**src/rtl/sfp_link_ctrl.sv**
```systemverilog
// SFP optical port bring-up and supervision: sequences laser disable, transceiver/PCS
// resets and lock qualification, with TX-fault recovery and bounded retries.
module sfp_link_ctrl #(
   parameter int unsigned TXD_HOLD_CYCLES    = 1000,
   parameter int unsigned GT_RST_CYCLES      = 64,
   parameter int unsigned STEP_TIMEOUT       = 1000000,
   parameter int unsigned LOCK_STABLE_CYCLES = 256,
   parameter int unsigned TXF_RECOVER_CYCLES = 10000,
   parameter int unsigned MAX_RETRY          = 8,
   parameter logic        RS_DEFAULT         = 1'b1
) (
   input  logic       CLK,
   input  logic       RESET,
   input  logic       enable,
   input  logic       rate_sel,
   input  logic       sfp_sgd,
   input  logic       sfp_txf,
   input  logic       gt_reset_done,
   input  logic       pcs_block_lock,
   output logic       sfp_txd,
   output logic       sfp_rs,
   output logic       gt_reset,
   output logic       pcs_reset,
   output logic       link_up,
   output logic       fault,
   output logic [7:0] retry_cnt,
   output logic [2:0] state
);

   typedef enum logic [2:0] {
      S_IDLE       = 3'd0,
      S_TX_DIS     = 3'd1,
      S_GT_RST     = 3'd2,
      S_WAIT_RDY   = 3'd3,
      S_WAIT_LOCK  = 3'd4,
      S_LINK_UP    = 3'd5,
      S_FAULT_HOLD = 3'd6,
      S_FAILED     = 3'd7
   } state_t;

   localparam logic [23:0] C_TXD    = 24'(TXD_HOLD_CYCLES - 1);
   localparam logic [23:0] C_GT     = 24'(GT_RST_CYCLES - 1);
   localparam logic [23:0] C_TO     = 24'(STEP_TIMEOUT - 1);
   localparam logic [23:0] C_STABLE = 24'(LOCK_STABLE_CYCLES);
   localparam logic [23:0] C_TXF    = 24'(TXF_RECOVER_CYCLES - 1);
   localparam logic [7:0]  C_MAXR   = 8'(MAX_RETRY);

   state_t      r_state;
   logic [23:0] r_cnt;
   logic [23:0] r_stable;
   logic [7:0]  r_retry;
   logic        r_txd, r_rs, r_gt_reset, r_pcs_reset, r_link_up, r_fault;

   logic [23:0] w_stable_nxt;
   logic        w_lock_ok;
   logic        w_active;
   logic        w_retry_req;
   logic [7:0]  w_retry_inc;

   // Output pattern {txd, gt_reset, pcs_reset, link_up, fault} held while in a state.
   function automatic logic [4:0] f_outs(input state_t s);
      case (s)
         S_IDLE, S_TX_DIS: f_outs = 5'b11100;
         S_GT_RST:         f_outs = 5'b01100;
         S_WAIT_RDY:       f_outs = 5'b00100;
         S_WAIT_LOCK:      f_outs = 5'b00000;
         S_LINK_UP:        f_outs = 5'b00010;
         default:          f_outs = 5'b11101;
      endcase
   endfunction

   function automatic logic [7:0] f_sat_inc(input logic [7:0] v);
      return (v == 8'hFF) ? v : v + 8'd1;
   endfunction

   assign w_stable_nxt = pcs_block_lock ? r_stable + 24'd1 : 24'd0;
   assign w_lock_ok    = (w_stable_nxt == C_STABLE);
   assign w_active     = (r_state != S_IDLE) && (r_state <= S_LINK_UP);
   assign w_retry_inc  = f_sat_inc(r_retry);

   always_comb begin
      w_retry_req = 1'b0;
      case (r_state)
         S_WAIT_RDY:   w_retry_req = !(gt_reset_done && sfp_sgd) && (r_cnt == C_TO);
         S_WAIT_LOCK:  w_retry_req = !sfp_sgd || (!w_lock_ok && (r_cnt == C_TO));
         S_FAULT_HOLD: w_retry_req = !sfp_txf && (r_cnt == 24'd0);
         default:      w_retry_req = 1'b0;
      endcase
   end

   // Priority: reset, shutdown, TX fault, failed attempt, then per-state sequencing.
   always_ff @(posedge CLK) begin
      if (RESET) begin
         r_state  <= S_IDLE;
         {r_txd, r_gt_reset, r_pcs_reset, r_link_up, r_fault} <= f_outs(S_IDLE);
         r_rs     <= RS_DEFAULT;
         r_retry  <= 8'd0;
         r_cnt    <= 24'd0;
         r_stable <= 24'd0;
      end else if (!enable) begin
         r_state  <= S_IDLE;
         {r_txd, r_gt_reset, r_pcs_reset, r_link_up, r_fault} <= f_outs(S_IDLE);
         r_retry  <= 8'd0;
         r_cnt    <= 24'd0;
         r_stable <= 24'd0;
      end else if (sfp_txf && w_active) begin
         r_state <= S_FAULT_HOLD;
         {r_txd, r_gt_reset, r_pcs_reset, r_link_up, r_fault} <= f_outs(S_FAULT_HOLD);
         r_cnt   <= C_TXF;
      end else if (w_retry_req) begin
         r_retry <= w_retry_inc;
         if (w_retry_inc == C_MAXR) begin
            r_state <= S_FAILED;
            {r_txd, r_gt_reset, r_pcs_reset, r_link_up, r_fault} <= f_outs(S_FAILED);
         end else begin
            r_state <= S_TX_DIS;
            {r_txd, r_gt_reset, r_pcs_reset, r_link_up, r_fault} <= f_outs(S_TX_DIS);
            r_cnt   <= C_TXD;
         end
      end else begin
         case (r_state)
            S_IDLE: begin
               r_state <= S_TX_DIS;
               {r_txd, r_gt_reset, r_pcs_reset, r_link_up, r_fault} <= f_outs(S_TX_DIS);
               r_rs    <= rate_sel;
               r_cnt   <= C_TXD;
            end
            S_TX_DIS: begin
               if (r_cnt == 24'd0) begin
                  r_state <= S_GT_RST;
                  {r_txd, r_gt_reset, r_pcs_reset, r_link_up, r_fault} <= f_outs(S_GT_RST);
                  r_cnt   <= C_GT;
               end else begin
                  r_cnt <= r_cnt - 24'd1;
               end
            end
            S_GT_RST: begin
               if (r_cnt == 24'd0) begin
                  r_state <= S_WAIT_RDY;
                  {r_txd, r_gt_reset, r_pcs_reset, r_link_up, r_fault} <= f_outs(S_WAIT_RDY);
               end else begin
                  r_cnt <= r_cnt - 24'd1;
               end
            end
            S_WAIT_RDY: begin
               if (gt_reset_done && sfp_sgd) begin
                  r_state  <= S_WAIT_LOCK;
                  {r_txd, r_gt_reset, r_pcs_reset, r_link_up, r_fault} <= f_outs(S_WAIT_LOCK);
                  r_cnt    <= 24'd0;
                  r_stable <= 24'd0;
               end else begin
                  r_cnt <= r_cnt + 24'd1;
               end
            end
            S_WAIT_LOCK: begin
               if (w_lock_ok) begin
                  r_state <= S_LINK_UP;
                  {r_txd, r_gt_reset, r_pcs_reset, r_link_up, r_fault} <= f_outs(S_LINK_UP);
                  r_retry <= 8'd0;
               end else begin
                  r_cnt    <= r_cnt + 24'd1;
                  r_stable <= w_stable_nxt;
               end
            end
            S_LINK_UP: begin
               // A loss of lock or light restarts bring-up without counting as a failure.
               if (!pcs_block_lock || !sfp_sgd) begin
                  r_state <= S_TX_DIS;
                  {r_txd, r_gt_reset, r_pcs_reset, r_link_up, r_fault} <= f_outs(S_TX_DIS);
                  r_cnt   <= C_TXD;
               end
            end
            S_FAULT_HOLD: r_cnt <= sfp_txf ? C_TXF : r_cnt - 24'd1;
            S_FAILED: ;
         endcase
      end
   end

   assign sfp_txd   = r_txd;
   assign sfp_rs    = r_rs;
   assign gt_reset  = r_gt_reset;
   assign pcs_reset = r_pcs_reset;
   assign link_up   = r_link_up;
   assign fault     = r_fault;
   assign retry_cnt = r_retry;
   assign state     = r_state;

endmodule

```
**config.mk**
```make
export PLATFORM = sky130hd
export DESIGN_NAME = sfp_link_ctrl
export DESIGN_NICKNAME = d
export VERILOG_FILES = /design/src/rtl/sfp_link_ctrl.sv
export SDC_FILE = /design/constraint.sdc
export NUM_CORES = 1
export LEC_CHECK = 0
export BUFFER_PORTS_ARGS = -buffer_cell sky130_fd_sc_hd__buf_2
export CAP_MARGIN = 20
export CORE_UTILIZATION = 36
export CTS_CLUSTER_SIZE = 40
export DETAILED_ROUTE_END_ITERATION = 10
export MAX_ROUTING_LAYER = met4
export SYNTH_ARGS = -nofsm -noshare
export SYNTH_HDL_FRONTEND = slang
export SYNTH_SLANG_ARGS = --single-unit
export TNS_END_PERCENT = 100
```
**constraint.sdc**
```tcl
create_clock -name CLK -period 6.11 [get_ports CLK]
set_input_delay 1.222 -clock CLK [delete_from_list [all_inputs] [get_ports CLK]]
set_output_delay 1.222 -clock CLK [all_outputs]
set_load 0.05 [all_outputs]
```
* Word-level counts from Yosys, hierarchy flattened
Index checks and enable logic that the tools add are counted.
** Word-level totals
- Register bits :: 65
- Output and inout port bits :: 17
- Word-level logic and storage cells :: 137
** Operators by class
- $add $sub $neg :: 4
- Order comparisons :: 1
- Eq/ne operators :: 34
- Muxes and demuxes :: 43
- Bitwise operators :: 3
- Reduce and logical (&&, ||, !) cells :: 40
** Operator list (number)
- 2-to-1 mux 24 bit :: 11
- one-hot mux 24 bit (7 select lines) :: 1
- adder 24 x 1 -> 24 bit, second input constant :: 2
- one-hot mux 24 bit (2 select lines) :: 1
- 2-to-1 mux 8 bit :: 4
- != test 4 bit, second input constant :: 7
- AND reduction 5 bit :: 5
- equality test 24 x 20 -> 1 bit, second input constant :: 1
- equality test 24 x 9 -> 1 bit, second input constant :: 1
- zero test 24 bit :: 1
- 2-to-1 mux 3 bit :: 8
- != test 3 bit, second input constant :: 8
- subtractor 24 x 1 -> 24 bit, second input constant :: 1
- one-hot mux 1 bit (5 select lines) :: 4
- one-hot mux 3 bit (6 select lines) :: 1
- AND reduction 6 bit :: 3
- nonzero test 8 bit :: 2
- 2-to-1 mux 14 bit :: 1
- != test 2 bit, second input constant :: 7
- nonzero test 7 bit :: 2
- 2-to-1 mux 1 bit :: 10
- equality test 3 bit, second input constant :: 3
- nonzero test 9 bit :: 1
- adder 8 x 1 -> 8 bit, second input constant :: 1
- 23 further kinds :: 39

* Longest topological paths before layout
- Depth in word-level cells :: 9
- Depth in mapped cells :: 14
- Mapped depth without buffers :: 11

* Worst setup path before layout
Ideal clock, no wire load.
- Path kind :: input -> register
- From :: input pcs_block_lock
- To :: register r_state[2], in the netlist state[2]
- Library setup time :: 131 ps
- Arrival time :: 3076 ps
- Path slack :: 2904 ps
- Stages :: 10
- Buffers on the path :: 1
- Cell sequence :: buf_6 -> clkinv_1 -> nor2_1 -> nand4_1 -> nor4_1 -> o2111a_2 -> nand2_4 -> a311o_1 -> o41ai_2 -> o41ai_1
** On the way
- Cells in the longest elaborated chain, start to end :: 8
- Elaborated cells on any way between the ends :: 17
- Those cells by class :: 6 x eq/ne; 4 x mux; 7 x reduce/logical
** Ends and longest elaborated chain
- start, declared :: line 19 : input logic pcs_block_lock,
- 2-to-1 mux 24 bit :: line 76 : assign w_stable_nxt = pcs_block_lock ? r_stable + 24'd1 : 24'd0;
- equality test 24 x 9 -> 1 bit :: line 77 : assign w_lock_ok = (w_stable_nxt == C_STABLE);
- zero test 1 bit :: line 85 : S_WAIT_LOCK: w_retry_req = !sfp_sgd || (!w_lock_ok && (r_cnt == C_TO));
- logical AND 1 bit :: line 85
- logical OR 1 bit :: line 85
- one-hot mux 1 bit (3 select lines) :: line 83 : case (r_state)
- nonzero test 8 bit (no source line), or another cell as far along
- AND reduction 6 bit (no source line) / 2-to-1 mux 3 bit (equally long branches)
- end signal, assigned :: line 94 : r_state <= S_IDLE;
- end signal, assigned :: line 101 : r_state <= S_IDLE;
- end signal, assigned :: line 107 : r_state <= S_FAULT_HOLD;
- end, declared :: line 48 : state_t r_state;
Parallel ways exist; a longest one is shown, timed or not.
A chain may end at the register's enable or synchronous reset.

* Worst setup path in the final report
- From :: register r_stable[0]
- To :: register r_stable[18]
** On the way
- Cells in the longest elaborated chain, start to end :: 9
- Elaborated cells on any way between the ends :: 12
- Those cells by class :: 1 x add/sub; 2 x eq/ne; 4 x mux; 1 x bitwise; 4 x reduce/logical
** Ends and longest elaborated chain
- start, declared :: line 50 : logic [23:0] r_stable;
- start signal, assigned :: line 162 : r_stable <= w_stable_nxt;
- adder 24 x 1 -> 24 bit * :: line 76
- 2-to-1 mux 24 bit * :: line 76
- equality test 24 x 9 -> 1 bit :: line 77
- zero test 1 bit :: line 85
- logical AND 1 bit :: line 85
- logical OR 1 bit :: line 85
- one-hot mux 1 bit (3 select lines) :: line 83
- NOT 1 bit (no source line)
- AND reduction 5 bit (no source line)
Every way passes the cells marked *; elsewhere a longest branch is shown, timed or not. The select of a mux whose other input is x is not followed.

==> flow_summary_export.csv <==
group,metric,value,unit
power_and_ir_drop,powerDensity,242,nW/um^2
sta,worst_pin_slew,1.12,ns
worst_hold_path,holdPathStages,2,
route,routedWlPerCell,18.1,microns
sta,rsz0062_at_grt,"no",
critical_path,cp-start-kind,"flip-flop",
grt,grt_pass1_vias,5247,
layout,area_growth,8.71,%
floorplanning,die_w,125,microns
route,ant_nets,0,
sta,fin_crit_sh,68.4,%
synth,syn_area,5440,sq um
clock_tree,cts_max_level,3,
worst_hold_path,worstHoldPathType,"flip-flop to flip-flop",
clock_tree,clk_latency,0.35,ns
sta,slew_viol_final,0,
sta,holdWs,0.472,ns
layout,fin_cells,918,
floorplanning,coreArea,14600,sq um
clock_tree,path_clk_slew,0.06,ns
power_and_ir_drop,leakage,1.97,nW
layout,layout-drive-gt1-share,12.5,%
sta,setup_viol,0,
power_and_ir_drop,ir_drop,0.000172,V
synth,yosys_warnings,0,
route,vias,5860,
floorplanning,initial_core_util,37.2,%
job,cap_violations,0,
critical_path,worstSetupPathType,"flip-flop to flip-flop",
grt,grt_max_degree,40,
grt,grt_pass1_wl,27500,microns
floorplanning,dieHeight,125,microns
layout,layout_commonest_cell,"nand2_1",
clock_tree,cts-root-buf,"clkbuf_16",
grt,antenna_found_initial,0,
route,wirelength,16600,microns
synth,ys.flop_type,"dfxtp_1",
clock_tree,cts_setup_buffers,0,
synth,ys_seq_area_share,23.9,%
clock_tree,tritoncts,"yes",
synth,synth_seq_cells,65,
sta,period_needed,4.18,ns
critical_path,r2r_cells,10,
placement,placed_cells,902,
status,status,"complete, but fails checks",
critical_path,worst_setup_path_end_kind,"flip-flop",
placement,dpl_worst_slack,2.08,ns
route,firstDrtPassIters,8,
clock_tree,cts.sinks,65,
synth,netlist_instances,738,
critical_path,crit_fanout,21,
route,route.detailed.drc,8,
sta,slew-limit-headroom,25.0,%
clock_tree,cts_made_buffers,9,
floorplanning,io_pins,25,
route,drt_iter0_markers,642,
synth,syn-num-nets,750,
critical_path,crit_arrival,4.42,ns
critical_path,required,6.36,ns
status,violations,"design-rule violations",
sta,fin_worst_skew,0.0110,ns
synth,async_flop_share,0,%
layout,fin_nets,741,
placement,gp_congestion,0.916,
floorplanning,dieArea,15600,sq um
clock_tree,cts_max_path_buffers,2,
floorplanning,row_count,44,
synth,synth_area_per_cell,7.37,sq um
route,via_per_inst,6.38,
grt,grtUsageTotal,22.3,%
sta,finalHoldViolations,0,
sta,tns,0,ns
grt,grt-ovfl-total,0,
placement,dp_hpwl,11600,microns
placement,port_buffers,24,
synth,ys_types,94,
sta,fin_ws,1.93,ns
layout,fillers,1486,
clock_tree,post_cts_resized,0,
synth,synth_edf_count,0,
layout,antenna_cells,0,
layout,final_cell_mix,"79 x nand2_1, 65 x dfxtp_1, 61 x o21ai_0",
clock_tree,hold_buffers,0,
sta,fmax,239,MHz
[synth_stat cells (5+ instances only)]
library cell  instances  area (sq um)
o211ai_1             10          75.1
or3_1                 9          56.3
a31oi_1              11          68.8
nand4b_1              6          52.6
a21o_1                5          37.5
and3_1               14          87.6
inv_1                18          67.6
o221ai_1              5          43.8
nand2_1              79           297
nor2_1               50           188
a21oi_1              59           295
buf_4                 5          37.5
a22o_1                7          61.3
nor3_1               20           100
a31o_2                7          61.3
nor2b_1               5          31.3
o41ai_1               5          43.8
a221oi_1              9          78.8
dfxtp_1              65          1300
o22ai_1               6          37.5
clkbuf_1             30           113
o21ai_0              61           305
xor2_1                5          43.8
xnor2_1              12           105
nand3_1              49           245
o31ai_1               9          67.6
nand4_1              27           169
buf_2                 5          25.0
and2_1               11          68.8
nor4_1               16           100
[worst max-delay path, stage by stage, from the launching register on]
cell and delay, ns:
dfxtp_1 0.45, ha_1 0.28, nand3_1 0.33, or3_1 0.46, nor3_1 0.44, o311ai_0 0.26
o2111a_2 0.26, a21oi_2 0.32, a21o_1 0.64, nand2_1 0.27, o41ai_1 0.37
[area by class of cell]
cell class	instances	area [sq um]	area share, %
Tap cell	184	230	3.89
Clock inverter	4	98.8	1.67
Inverter	20	75.1	1.27
Clock buffer	12	256	4.33
Sequential cell	65	1300	22.0
Multi-Input combinational cell	602	3780	63.9
Timing Repair Buffer	31	173	2.92
[sequential cells by signal (all words and copies together) (netlist names)]
register	count
fault	1
gt_reset	1
link_up	1
pcs_reset	1
r_cnt	24
r_stable	24
retry_cnt	8
sfp_rs	1
sfp_txd	1
state	3
[worst paths after layout]
check               from            to  slack, ns
min              sfp_txd       sfp_txd       0.47
max reg2reg  r_stable[0]  r_stable[18]       1.93
max          r_stable[0]  r_stable[18]       1.93
min reg2reg      sfp_txd       sfp_txd       0.47
[routing by layer]
metal	vias to the layer above	routed length, microns	global-route usage, %
li1	2825	-	-
met1	2762	7850	30.8
met2	245	7310	32.6
met3	28	1170	3.77
met4	0	313	7.68
met5	-	0	-
[power breakdown]
part           internal, mW  switching (mW)
Combinational         0.107           0.229
Clock                 0.422           0.205
Sequential            0.438          0.0288
[stage by stage]
stage / utilization (%) / cell area, sq um / power (mW)
after floorplan: - / 5440 / 0.722
after global placement: 38.0 / 5560 / 0.805
after detailed placement: 38.0 / 5560 / 0.803
after CTS: 40.4 / 5920 / 1.43
after global routing: 40.4 / 5920 / 1.49
final: 40.4 / 5920 / 1.43
[cells by family after synthesis]
family                     count (synthesis)  share of synthesized area [%]
muxes                                      6                           1.36
DFF                                       65                           23.9
adders and majority gates                  4                          0.920
xor gates and xnor gates                  17                           2.74
buffers and inverters                     71                           6.67
and+or+nand+nor                          323                           31.9
AOI/OAI and AO/OA                        252                           32.5
Power figures use the tool's default switching activity.
